$ cat config.mk
export PLATFORM = sky130hd
export DESIGN_NAME = latch_stim_gen_flat
export DESIGN_NICKNAME = d
export VERILOG_FILES = /design/src/rtl/latch_stim_pkg.sv /design/src/rtl/latch_stim_gen_if.sv /design/src/rtl/latch_stim_chk.sv /design/src/rtl/latch_stim_gen.sv /design/src/flat_wrapper.sv
export SDC_FILE = /design/constraint.sdc
export NUM_CORES = 1
export LEC_CHECK = 0
export ABC_CLOCK_PERIOD_IN_PS = 4900
export BUFFER_PORTS_ARGS = -buffer_cell sky130_fd_sc_hd__buf_2
export CAP_MARGIN = 10
export CORE_ASPECT_RATIO = 1.75
export CORE_UTILIZATION = 25
export DETAILED_ROUTE_END_ITERATION = 10
export SLEW_MARGIN = 10
export SYNTH_ARGS = -nofsm -noshare
export SYNTH_HDL_FRONTEND = slang
export SYNTH_HIERARCHICAL = 1
export SYNTH_SLANG_ARGS = --single-unit
$ cat constraint.sdc
create_clock -name clk -period 4.9 [get_ports clk]
set_input_delay 0.98 -clock clk [delete_from_list [all_inputs] [get_ports clk]]
set_output_delay 0.98 -clock clk [all_outputs]
set_load 0.05 [all_outputs]
$ cat src/rtl/latch_stim_pkg.sv
// Shared types and helpers for the latch stimulus generator.
//   op_e    : command opcodes carried on the command bus
//   state_e : sequencer phases
//   phase_cnt_w() : width of the phase down-counter for given phase lengths
package latch_stim_pkg;

    typedef enum logic [1:0] {
        OP_WRITE = 2'd0,
        OP_SET   = 2'd1,
        OP_RESET = 2'd2,
        OP_HOLD  = 2'd3
    } op_e;

    typedef enum logic [2:0] {
        IDLE  = 3'd0,
        SETUP = 3'd1,
        PULSE = 3'd2,
        HOLD  = 3'd3,
        CHECK = 3'd4
    } state_e;

    // Counter holds (length - 1) of the longest phase; never narrower than one bit.
    function automatic int unsigned phase_cnt_w(input int unsigned s,
                                                input int unsigned p,
                                                input int unsigned h);
        int unsigned m;
        m = s;
        if (p > m) m = p;
        if (h > m) m = h;
        return (m <= 2) ? 1 : $clog2(m);
    endfunction

endpackage

$ cat src/rtl/latch_stim_gen_if.sv
// Command bus between the bench command source and the stimulus generator.
//   cmd_valid : command offered (master -> slave)
//   cmd_ready : command accepted when valid && ready (slave -> master)
//   cmd_op    : opcode (master -> slave)
//   cmd_data  : D value for OP_WRITE (master -> slave)
interface latch_stim_gen_if;
    import latch_stim_pkg::*;

    logic cmd_valid;
    logic cmd_ready;
    op_e  cmd_op;
    logic cmd_data;

    modport master (
        output cmd_valid,
        output cmd_op,
        output cmd_data,
        input  cmd_ready
    );

    modport slave (
        input  cmd_valid,
        input  cmd_op,
        input  cmd_data,
        output cmd_ready
    );

endinterface

$ cat src/rtl/latch_stim_chk.sv
// Result checker for the latch stimulus generator.
// Samples the cell's Q/QN on entry to CHECK, compares them against the expected model and keeps
// a saturating count of failed checks. With LATCH_STIM_GLITCH_CHK_EN defined it also watches
// Q/QN during the opaque SETUP/HOLD phases and counts any change from the value captured at
// phase entry; a glitch fails the current command.
// Ports:
//   clk, rst           : bench clock, async active-high reset
//   state_q, state_d   : current / next sequencer phase
//   exp_q, exp_vld     : expected cell state and whether it is known
//   lat_q, lat_qn      : cell outputs
//   done_pass          : check result, qualified by state_q == CHECK
//   err_cnt            : saturating failed-check count
//   glitch_cnt         : saturating opaque-phase change count (0 when the macro is undefined)
module latch_stim_chk
    import latch_stim_pkg::*;
#(
    parameter int unsigned ERRW = 16
) (
    input  logic            clk,
    input  logic            rst,
    input  state_e          state_q,
    input  state_e          state_d,
    input  logic            exp_q,
    input  logic            exp_vld,
    input  logic            lat_q,
    input  logic            lat_qn,
    output logic            done_pass,
    output logic [ERRW-1:0] err_cnt,
    output logic [ERRW-1:0] glitch_cnt
);

    localparam logic [ERRW-1:0] CntMax = {ERRW{1'b1}};

    logic            q_s, qn_s;
    logic            pass;
    logic [ERRW-1:0] err_cnt_q;

`ifdef LATCH_STIM_GLITCH_CHK_EN
    logic            q_cap, qn_cap;
    logic            glitch_seen_q;
    logic            glitch_now;
    logic            cap_en;
    logic [ERRW-1:0] glitch_cnt_q;

    assign cap_en = ((state_d == SETUP) && (state_q != SETUP)) ||
                    ((state_d == HOLD)  && (state_q != HOLD));

    // An X/Z compare evaluates false here, so unknowns never count as glitches; they are
    // caught by the pass logic instead.
    always_comb begin
        glitch_now = 1'b0;
        if ((state_q == SETUP) || (state_q == HOLD)) begin
            if ((lat_q != q_cap) || (lat_qn != qn_cap)) glitch_now = 1'b1;
        end
    end

    always_ff @(posedge clk or posedge rst) begin
        if (rst) begin
            q_cap         <= 1'b0;
            qn_cap        <= 1'b0;
            glitch_seen_q <= 1'b0;
            glitch_cnt_q  <= '0;
        end else begin
            if (cap_en) begin
                q_cap  <= lat_q;
                qn_cap <= lat_qn;
            end
            if ((state_q == IDLE) && (state_d == SETUP)) begin
                glitch_seen_q <= 1'b0;
            end else if (glitch_now) begin
                glitch_seen_q <= 1'b1;
            end
            if (glitch_now && (glitch_cnt_q != CntMax)) begin
                glitch_cnt_q <= glitch_cnt_q + ERRW'(1);
            end
        end
    end

    assign glitch_cnt = glitch_cnt_q;
`else
    assign glitch_cnt = '0;
`endif

    // Sample on the edge entering CHECK so the result is ready during the CHECK cycle.
    always_ff @(posedge clk or posedge rst) begin
        if (rst) begin
            q_s  <= 1'b0;
            qn_s <= 1'b0;
        end else if (state_d == CHECK) begin
            q_s  <= lat_q;
            qn_s <= lat_qn;
        end
    end

    // Written as if/else so an X/Z operand falls through to fail.
    always_comb begin
        pass = 1'b0;
        if (exp_vld) begin
            if ((q_s == exp_q) && (qn_s == !exp_q)) pass = 1'b1;
        end else begin
            if (q_s != qn_s) pass = 1'b1;
        end
`ifdef LATCH_STIM_GLITCH_CHK_EN
        if (glitch_seen_q) pass = 1'b0;
`endif
        done_pass = (state_q == CHECK) && pass;
    end

    always_ff @(posedge clk or posedge rst) begin
        if (rst) begin
            err_cnt_q <= '0;
        end else if ((state_q == CHECK) && !pass && (err_cnt_q != CntMax)) begin
            err_cnt_q <= err_cnt_q + ERRW'(1);
        end
    end

    assign err_cnt = err_cnt_q;

endmodule

$ cat src/rtl/latch_stim_gen.sv
// Pin-level driver/checker for a set/reset latch cell.
// Accepts commands on the command bus and plays each as SETUP -> PULSE -> HOLD -> CHECK with
// registered, glitch-free D/CLK/SETB/RSTB drive, then checks Q/QN against an expected model.
// Optional feature: define LATCH_STIM_GLITCH_CHK_EN to count Q/QN changes while the latch is
// opaque (see latch_stim_chk).
// Ports:
//   clk, rst                        : bench clock, async active-high reset
//   cmd                             : command bus (slave side)
//   lat_d, lat_clk                  : cell D and CLK (transparent when high)
//   lat_setb, lat_rstb              : cell async set / reset, active-low
//   lat_q, lat_qn                   : cell outputs
//   done_vld, done_pass             : end-of-command pulse and its check result
//   err_cnt, glitch_cnt             : saturating failure / glitch counts
module latch_stim_gen
    import latch_stim_pkg::*;
#(
    parameter int unsigned SETUP_CYC = 2,
    parameter int unsigned PW_CYC    = 2,
    parameter int unsigned HOLD_CYC  = 2,
    parameter int unsigned ERRW      = 16
) (
    input  logic            clk,
    input  logic            rst,
    latch_stim_gen_if.slave cmd,
    output logic            lat_d,
    output logic            lat_clk,
    output logic            lat_setb,
    output logic            lat_rstb,
    input  logic            lat_q,
    input  logic            lat_qn,
    output logic            done_vld,
    output logic            done_pass,
    output logic [ERRW-1:0] err_cnt,
    output logic [ERRW-1:0] glitch_cnt
);

    localparam int unsigned CW = phase_cnt_w(SETUP_CYC, PW_CYC, HOLD_CYC);
    localparam logic [CW-1:0] SetupLd = CW'(SETUP_CYC - 1);
    localparam logic [CW-1:0] PulseLd = CW'(PW_CYC - 1);
    localparam logic [CW-1:0] HoldLd  = CW'(HOLD_CYC - 1);

    state_e        state_q, state_d;
    logic [CW-1:0] cnt_q, cnt_d;
    op_e           op_q, op_d;
    logic          data_q, data_d;
    logic          accept;
    logic          exp_q, exp_vld_q;
    logic          d_nxt, clk_nxt, setb_nxt, rstb_nxt;

    assign accept        = (state_q == IDLE) && cmd.cmd_valid;
    assign cmd.cmd_ready = (state_q == IDLE);

    // Pin drive for the accepted command must be ready on the accept edge itself.
    assign op_d   = accept ? cmd.cmd_op   : op_q;
    assign data_d = accept ? cmd.cmd_data : data_q;

    // State register
    always_ff @(posedge clk or posedge rst) begin
        if (rst) begin
            state_q <= IDLE;
            cnt_q   <= '0;
        end else begin
            state_q <= state_d;
            cnt_q   <= cnt_d;
        end
    end

    // Next state; the phase counter is reloaded on entry to each timed phase.
    always_comb begin
        state_d = state_q;
        cnt_d   = (cnt_q != '0) ? cnt_q - CW'(1) : cnt_q;
        unique case (state_q)
            IDLE: begin
                if (cmd.cmd_valid) begin
                    state_d = SETUP;
                    cnt_d   = SetupLd;
                end
            end
            SETUP: begin
                if (cnt_q == '0) begin
                    state_d = PULSE;
                    cnt_d   = PulseLd;
                end
            end
            PULSE: begin
                if (cnt_q == '0) begin
                    state_d = HOLD;
                    cnt_d   = HoldLd;
                end
            end
            HOLD: begin
                if (cnt_q == '0) state_d = CHECK;
            end
            CHECK: state_d = IDLE;
            default: state_d = IDLE;
        endcase
    end

    // Outputs: pin values are decoded from the next state and registered below.
    always_comb begin
        d_nxt    = 1'b0;
        clk_nxt  = 1'b0;
        setb_nxt = 1'b1;
        rstb_nxt = 1'b1;
        done_vld = (state_q == CHECK);
        unique case (state_d)
            SETUP, HOLD: begin
                if (op_d == OP_WRITE) d_nxt = data_d;
            end
            PULSE: begin
                unique case (op_d)
                    OP_WRITE: begin
                        d_nxt   = data_d;
                        clk_nxt = 1'b1;
                    end
                    OP_SET:   setb_nxt = 1'b0;
                    OP_RESET: rstb_nxt = 1'b0;
                    OP_HOLD:  ;
                endcase
            end
            default: ;
        endcase
    end

    // Command register, pin registers and expected-state model
    always_ff @(posedge clk or posedge rst) begin
        if (rst) begin
            op_q      <= OP_HOLD;
            data_q    <= 1'b0;
            lat_d     <= 1'b0;
            lat_clk   <= 1'b0;
            lat_setb  <= 1'b1;
            lat_rstb  <= 1'b1;
            exp_q     <= 1'b0;
            exp_vld_q <= 1'b0;
        end else begin
            op_q     <= op_d;
            data_q   <= data_d;
            lat_d    <= d_nxt;
            lat_clk  <= clk_nxt;
            lat_setb <= setb_nxt;
            lat_rstb <= rstb_nxt;
            if ((state_q == SETUP) && (state_d == PULSE)) begin
                unique case (op_q)
                    OP_WRITE: begin
                        exp_q     <= data_q;
                        exp_vld_q <= 1'b1;
                    end
                    OP_SET: begin
                        exp_q     <= 1'b1;
                        exp_vld_q <= 1'b1;
                    end
                    OP_RESET: begin
                        exp_q     <= 1'b0;
                        exp_vld_q <= 1'b1;
                    end
                    OP_HOLD: ;
                endcase
            end
        end
    end

    latch_stim_chk #(
        .ERRW (ERRW)
    ) u_chk (
        .clk        (clk),
        .rst        (rst),
        .state_q    (state_q),
        .state_d    (state_d),
        .exp_q      (exp_q),
        .exp_vld    (exp_vld_q),
        .lat_q      (lat_q),
        .lat_qn     (lat_qn),
        .done_pass  (done_pass),
        .err_cnt    (err_cnt),
        .glitch_cnt (glitch_cnt)
    );

endmodule

$ cat src/flat_wrapper.sv
// flat-port wrapper written by rule: the top's interface ports become plain ports
module latch_stim_gen_flat import latch_stim_pkg::*;
#(
    parameter int unsigned SETUP_CYC = 2,
    parameter int unsigned PW_CYC    = 2,
    parameter int unsigned HOLD_CYC  = 2,
    parameter int unsigned ERRW      = 16
)
  (clk, rst, lat_d, lat_clk, lat_setb, lat_rstb, lat_q, lat_qn, done_vld, done_pass, err_cnt, glitch_cnt, cmd_cmd_valid, cmd_cmd_op, cmd_cmd_data, cmd_cmd_ready);
  latch_stim_gen_if cmd_i ();
  input  logic clk;
  input  logic rst;
  output logic lat_d;
  output logic lat_clk;
  output logic lat_setb;
  output logic lat_rstb;
  input  logic lat_q;
  input  logic lat_qn;
  output logic done_vld;
  output logic done_pass;
  output logic [ERRW-1:0] err_cnt;
  output logic [ERRW-1:0] glitch_cnt;
  input wire logic [$bits(cmd_i.cmd_valid)-1:0] cmd_cmd_valid;
  input wire logic [$bits(cmd_i.cmd_op)-1:0] cmd_cmd_op;
  input wire logic [$bits(cmd_i.cmd_data)-1:0] cmd_cmd_data;
  output wire logic [$bits(cmd_i.cmd_ready)-1:0] cmd_cmd_ready;
  assign cmd_i.cmd_valid = cmd_cmd_valid;
  assign cmd_i.cmd_op = cmd_cmd_op;
  assign cmd_i.cmd_data = cmd_cmd_data;
  assign cmd_cmd_ready = cmd_i.cmd_ready;
  latch_stim_gen #(.SETUP_CYC(SETUP_CYC), .PW_CYC(PW_CYC), .HOLD_CYC(HOLD_CYC), .ERRW(ERRW)) u_core (.clk(clk), .rst(rst), .cmd(cmd_i), .lat_d(lat_d), .lat_clk(lat_clk), .lat_setb(lat_setb), .lat_rstb(lat_rstb), .lat_q(lat_q), .lat_qn(lat_qn), .done_vld(done_vld), .done_pass(done_pass), .err_cnt(err_cnt), .glitch_cnt(glitch_cnt));
endmodule
==> results of run 1 <==
registers in the layout, indices dropped and copies added, names as in the netlist:
register              flops
u_core/lat_d              1
u_core/u_chk/err_cnt     16
u_core/u_chk/qn_s         1
u_core/lat_rstb           1
u_core/op_q               2
u_core/lat_setb           1
u_core/exp_q              1
u_core/state_q            3
u_core/data_q             1
u_core/u_chk/q_s          1
u_core/lat_clk            1
u_core/exp_vld_q          1
u_core/cnt_q              1
cell families after synthesis:
logic type / Yosys count / share of synthesized area
buf+inv: 27 / 0.104
simple gates: 73 / 0.257
flops: 31 / 0.450
xor+xnor: 15 / 0.0757
fa+ha+maj: 3 / 0.0216
mux: 5 / 0.0346
compound gates: 14 / 0.0555
other cells: 1 / 0.00216
cell usage in the layout (no fill, tap or decap), types with 5 or more instances in the layout:
cell	instances
buf_2	30
dfrtp_1	27
conb_1	16
nand2_1	15
xor2_1	15
nor4_1	10
nor3_1	7
nand3_1	6
nand4_1	6
clkbuf_16	5
nor3b_1	5
nor2_1	5
where the power goes:
part           internal (mW)  switching [mW]
sequential             0.326          0.0786
clock                  0.216           0.104
combinational          0.136           0.249
total                  0.678           0.431
worst paths after layout:
kind                                          from                       to  slack (ns)  cells after the start
min in group asynchronous                      rst           u_core/lat_clk        0.75                      2
max reg2reg                u_core/u_chk/err_cnt[8]  u_core/u_chk/err_cnt[1]        2.93                      5
max                              u_core/state_q[2]                done_pass        2.40                      3
min                               u_core/exp_vld_q         u_core/exp_vld_q        0.50                      1
max in group asynchronous                      rst  u_core/u_chk/err_cnt[5]        3.58                      2
min reg2reg                       u_core/exp_vld_q         u_core/exp_vld_q        0.50                      1
per-layer routing:
layer,vias to the layer above,GRT usage,routed length [um]
met5,-,0,0
met2,43,0.201,2060
met1,626,0.0990,1350
met4,0,0.0489,70
li1,620,-,-
met3,6,0.0274,177
area by class of cell:
cell class,count,area (um2),share of cell area
clock buffers,8,156,0.0765
inverters,4,15.0,0.00735
multi-input cells,126,831,0.407
flip-flops and latches,31,781,0.382
well taps,82,103,0.0502
repair buffers,31,158,0.0772
==> results.tsv, run 1 <==
metric	value	unit
status	finished, final reports clean	
yosysUniqueCellTypes	42	
cts-hold-fix-buffers	0	
worstMarginPinSlew	0.753	ns
grt_setup_unrepaired	false	
maxSlewViolCount	0	
critPathTopFamily	flip-flops	
tns	0	ns
path_buf_inv	1	
grt_pass1_vias	1218	
fin_area	2040	um2
io_pins	47	
postCtsSetupBuffers	0	
peakVddDrop	0.239	mV
p_per_area	543	nW/um2
synthTopCellsByArea	dfrtp_1, xor2_1, buf_4	
first_pass_iters	4	
grt-ovfl-total	0	
die_y	112	um
crit_slowest_cell	dfrtp_1	
cts_tree	yes	
cp_data_required_time	3.92	ns
synth_seq_cells	31	
critPathArrivalTime	1.52	ns
antenna_found_initial	0	
postRouteAntennaNets	0	
core	6640	um2
synth_edf_count	0	
synthFlopType	dfrtp_1	
fillers	724	
dp_slack	2.64	ns
dpl_cell_area	1890	um2
grt_pass1_wl	5810	um
fp.dieW	65.0	um
finalSetupViolations	0	
yosysMostFrequentCell	dfrtp_1	
totalPowerFinal	1.11	mW
drc	0	
post_cts_resized	0	
n_antenna_cell	0	
clock-sinks	31	
hpwl	2730	um
yosysWarnings	6	
drive_above_1_share	0.275	
gp_congestion	0.809	
final-hold-violation-count	0	
dp.cells	274	
hold_path.class	reg2reg	
drv_cap	0	
path_class	reg2out	
slowest_delay	0.56	ns
synth_top_area_frac	0.389	
die_area	7290	um2
drtIter0Drc	65	
max_freq	401	MHz
grt_use_total	0.105	
holdWs	0.497	ns
p_leak	1.01	nW
synthesis.area	1740	um2
clock_path_buffers	2	
fin_util	0.308	
finalNonFillerCells	282	
cp_cell_sequence	nor3b_2 -> and2_1 -> buf_2	
core.rowCount	39	
syn_to_final_growth	17.7	%
cts-root-buf	clkbuf_16	
seq_area_frac_synth	0.450	
io_buffers	30	
post-route-period-util	0.509	
synth_top_area_cell	dfrtp_1	
wl	3660	um
ys_async_sr_fraction	1.00	
nets	210	
grt_max_degree	19	
vias	1295	
crit_path_max_fanout	12	
htree_levels	2	
avgSynthCellArea	10.3	um2
clock_latency	0.27	ns
start_util	0.262	
yosys-top-cells-count	dfrtp_1, buf_4, nand2_1, xor2_1, nor4_1	
period_minus_slack	2.50	ns
numCtsBuffers	5	
skew	0.00392	ns
cts.reportedPaths.clkPinSlew	0.05	ns
avgRoutedWirePerCell	13.0	um
end_kind	primary output	
relSlewSlack	0.498	
syn_inst	169	
via_per_inst	4.59	
finalWorstSetupSlack	2.40	ns
start_kind	flip-flop	
(Power assumes the default switching activity.)
==> inputs of run 2 (changes only) <==
--- a/config.mk
+++ b/config.mk
@@ -5,7 +5,7 @@
 export SDC_FILE = /design/constraint.sdc
 export NUM_CORES = 1
 export LEC_CHECK = 0
-export ABC_CLOCK_PERIOD_IN_PS = 4900
+export ABC_CLOCK_PERIOD_IN_PS = 2170
 export BUFFER_PORTS_ARGS = -buffer_cell sky130_fd_sc_hd__buf_2
 export CAP_MARGIN = 10
 export CORE_ASPECT_RATIO = 1.75
==> constraint.sdc (replaced) <==
create_clock -name clk -period 2.17 [get_ports clk]
set_input_delay 0.434 -clock clk [delete_from_list [all_inputs] [get_ports clk]]
set_output_delay 0.434 -clock clk [all_outputs]
set_load 0.05 [all_outputs]
==> results.tsv, run 2 (synthesis gave the netlist of run 1 again) <==
metric	value	unit	change
dp.cells	275		+0.36%
cts-root-buf	clkbuf_16		
largest_reg_flops	16		unchanged
p_leak	1.02	nW	+1.5%
clock_latency	0.27	ns	about the same
final-hold-violation-count	0		unchanged
core.rowCount	39		unchanged
via_per_inst	4.60		+0.11%
peakVddDrop	0.450	mV	+88%
hpwl	2680	um	-1.8%
fp.dieW	65.0	um	unchanged
n_antenna_cell	0		unchanged
core	6640	um2	unchanged
worstMarginPinSlew	0.705	ns	-0.0478 ns
cts.reportedPaths.clkPinSlew	0.05	ns	about the same
antenna_found_initial	0		unchanged
start_util	0.262		unchanged
io_pins	47		unchanged
relSlewSlack	0.529		+0.0319
postRouteAntennaNets	0		unchanged
grt_pass1_wl	5980	um	+3.0%
maxSlewViolCount	0		unchanged
syn_to_final_growth	19.2	%	
numCtsBuffers	5		unchanged
finalNonFillerCells	283		+0.35%
clock_path_buffers	2		unchanged
final_common_cell	buf_2		
first_pass_iters	4		unchanged
cts-hold-fix-buffers	0		unchanged
critPathArrivalTime	1.55	ns	+0.03 ns
drv_cap	0		unchanged
grt_max_degree	19		unchanged
cts_tree	yes		
grt_setup_unrepaired	false		
grt_pass1_vias	1271		+4.4%
skew	0.00856	ns	+0.00464 ns
final_cell_mix	buf_2, dfrtp_1, conb_1, nand2_1, xor2_1		
drc	0		unchanged
end_kind	primary output		
fillers	732		+1.1%
vias	1301		+0.46%
crit_path_max_fanout	12		unchanged
drtIter0Drc	50		-23%
htree_levels	2		unchanged
finalSetupViolations	0		unchanged
path_class	reg2out		
wl	3590	um	-1.8%
r2r_slack	0.27	ns	-2.66 ns
drive_above_1_share	0.284		+0.00858
seq_area	781	um2	unchanged
worstReg2RegStart	u_core/state_q[2]		
die_area	7290	um2	unchanged
avgRoutedWirePerCell	12.7	um	-2.1%
period_minus_slack	1.99	ns	
max_freq	504	MHz	
die_y	112	um	unchanged
start_kind	flip-flop		
post-route-period-util	0.915		
nets	211		+0.48%
io_buffers	30		unchanged
cp_data_required_time	1.74	ns	-2.18 ns
postCtsSetupBuffers	0		unchanged
reg2reg_to	u_core/u_chk/err_cnt[4]		
clock-sinks	31		unchanged
r2r_cells	4		-1
gp_congestion	0.732		-9.6%
tns	0	ns	unchanged
multi_input_area	831	um2	unchanged
grt_use_total	0.108		+0.00263
status	finished, final reports clean		
p_per_area	1260	nW/um2	+130%
hold_path.class	in2async		
grt-ovfl-total	0		unchanged
post_cts_resized	0		unchanged
run 2: changes by cell type in the layout (fill, tap and decap cells not counted), sizes merged:
cell and change:
buf +1, bufinv +1, clkbuf -2, clkinv +1
run 2: layout make-up:
class | instances | area share
Multi-Input combinational cell | 126 | 0.402
Sequential cell | 31 | 0.377
Clock buffer | 6 | 0.0672
Inverter | 4 | 0.00726
Clock inverter | 2 | 0.0169
Timing Repair Buffer | 32 | 0.0799
Tap cell | 82 | 0.0496
run 2: where the power goes:
| group | switching (mW) | total [mW] | internal (mW) | leakage, nW |
|---|---|---|---|---|
| clock | 0.241 | 0.811 | 0.570 | 0.0868 |
| sequential | 0.181 | 0.917 | 0.736 | 0.396 |
| combinational | 0.561 | 0.871 | 0.310 | 0.542 |
| total | 0.983 | 2.60 | 1.62 | 1.02 |
run 2: worst max-delay path by stage:
stage                     cells after the start                       to  slack [ns]               from
after floorplan                               2                 done_vld        0.04  u_core/state_q[2]
after global placement                        4  u_core/u_chk/err_cnt[4]        0.34  u_core/state_q[2]
after detailed placement                      4  u_core/u_chk/err_cnt[4]        0.27  u_core/state_q[2]
after CTS                                     3                done_pass        0.16  u_core/state_q[2]
after global routing                          3                done_pass        0.08  u_core/state_q[2]
final                                         3                done_pass        0.18  u_core/state_q[2]
run 2: per-stage QoR:
step           hold slack [ns]  cell area, um2  utilization  power [mW]  worst slack, ns
2_1_floorplan            0.308            1790            -        1.67           0.0367
3_3_place_gp             0.484            1890        0.285        1.77            0.345
3_5_place_dp             0.487            1890        0.285        1.80            0.272
4_1_cts                  0.226            2070        0.312        2.63            0.159
5_1_grt                  0.246            2070        0.312        2.75           0.0790
6_report                 0.204            2070        0.312        2.60            0.185
run 2: routing by layer:
metal,GRT usage,part of all wire
met1,0.108,0.37
met2,0.197,0.56
met3,0.0315,0.053
met4,0.0519,0.017
met5,0,0
run 2: worst max-delay path, stage by stage (launching register included):
cell,delay [ns]
dfrtp_1,0.56
nor3b_2,0.27
and2_1,0.18
buf_2,0.27
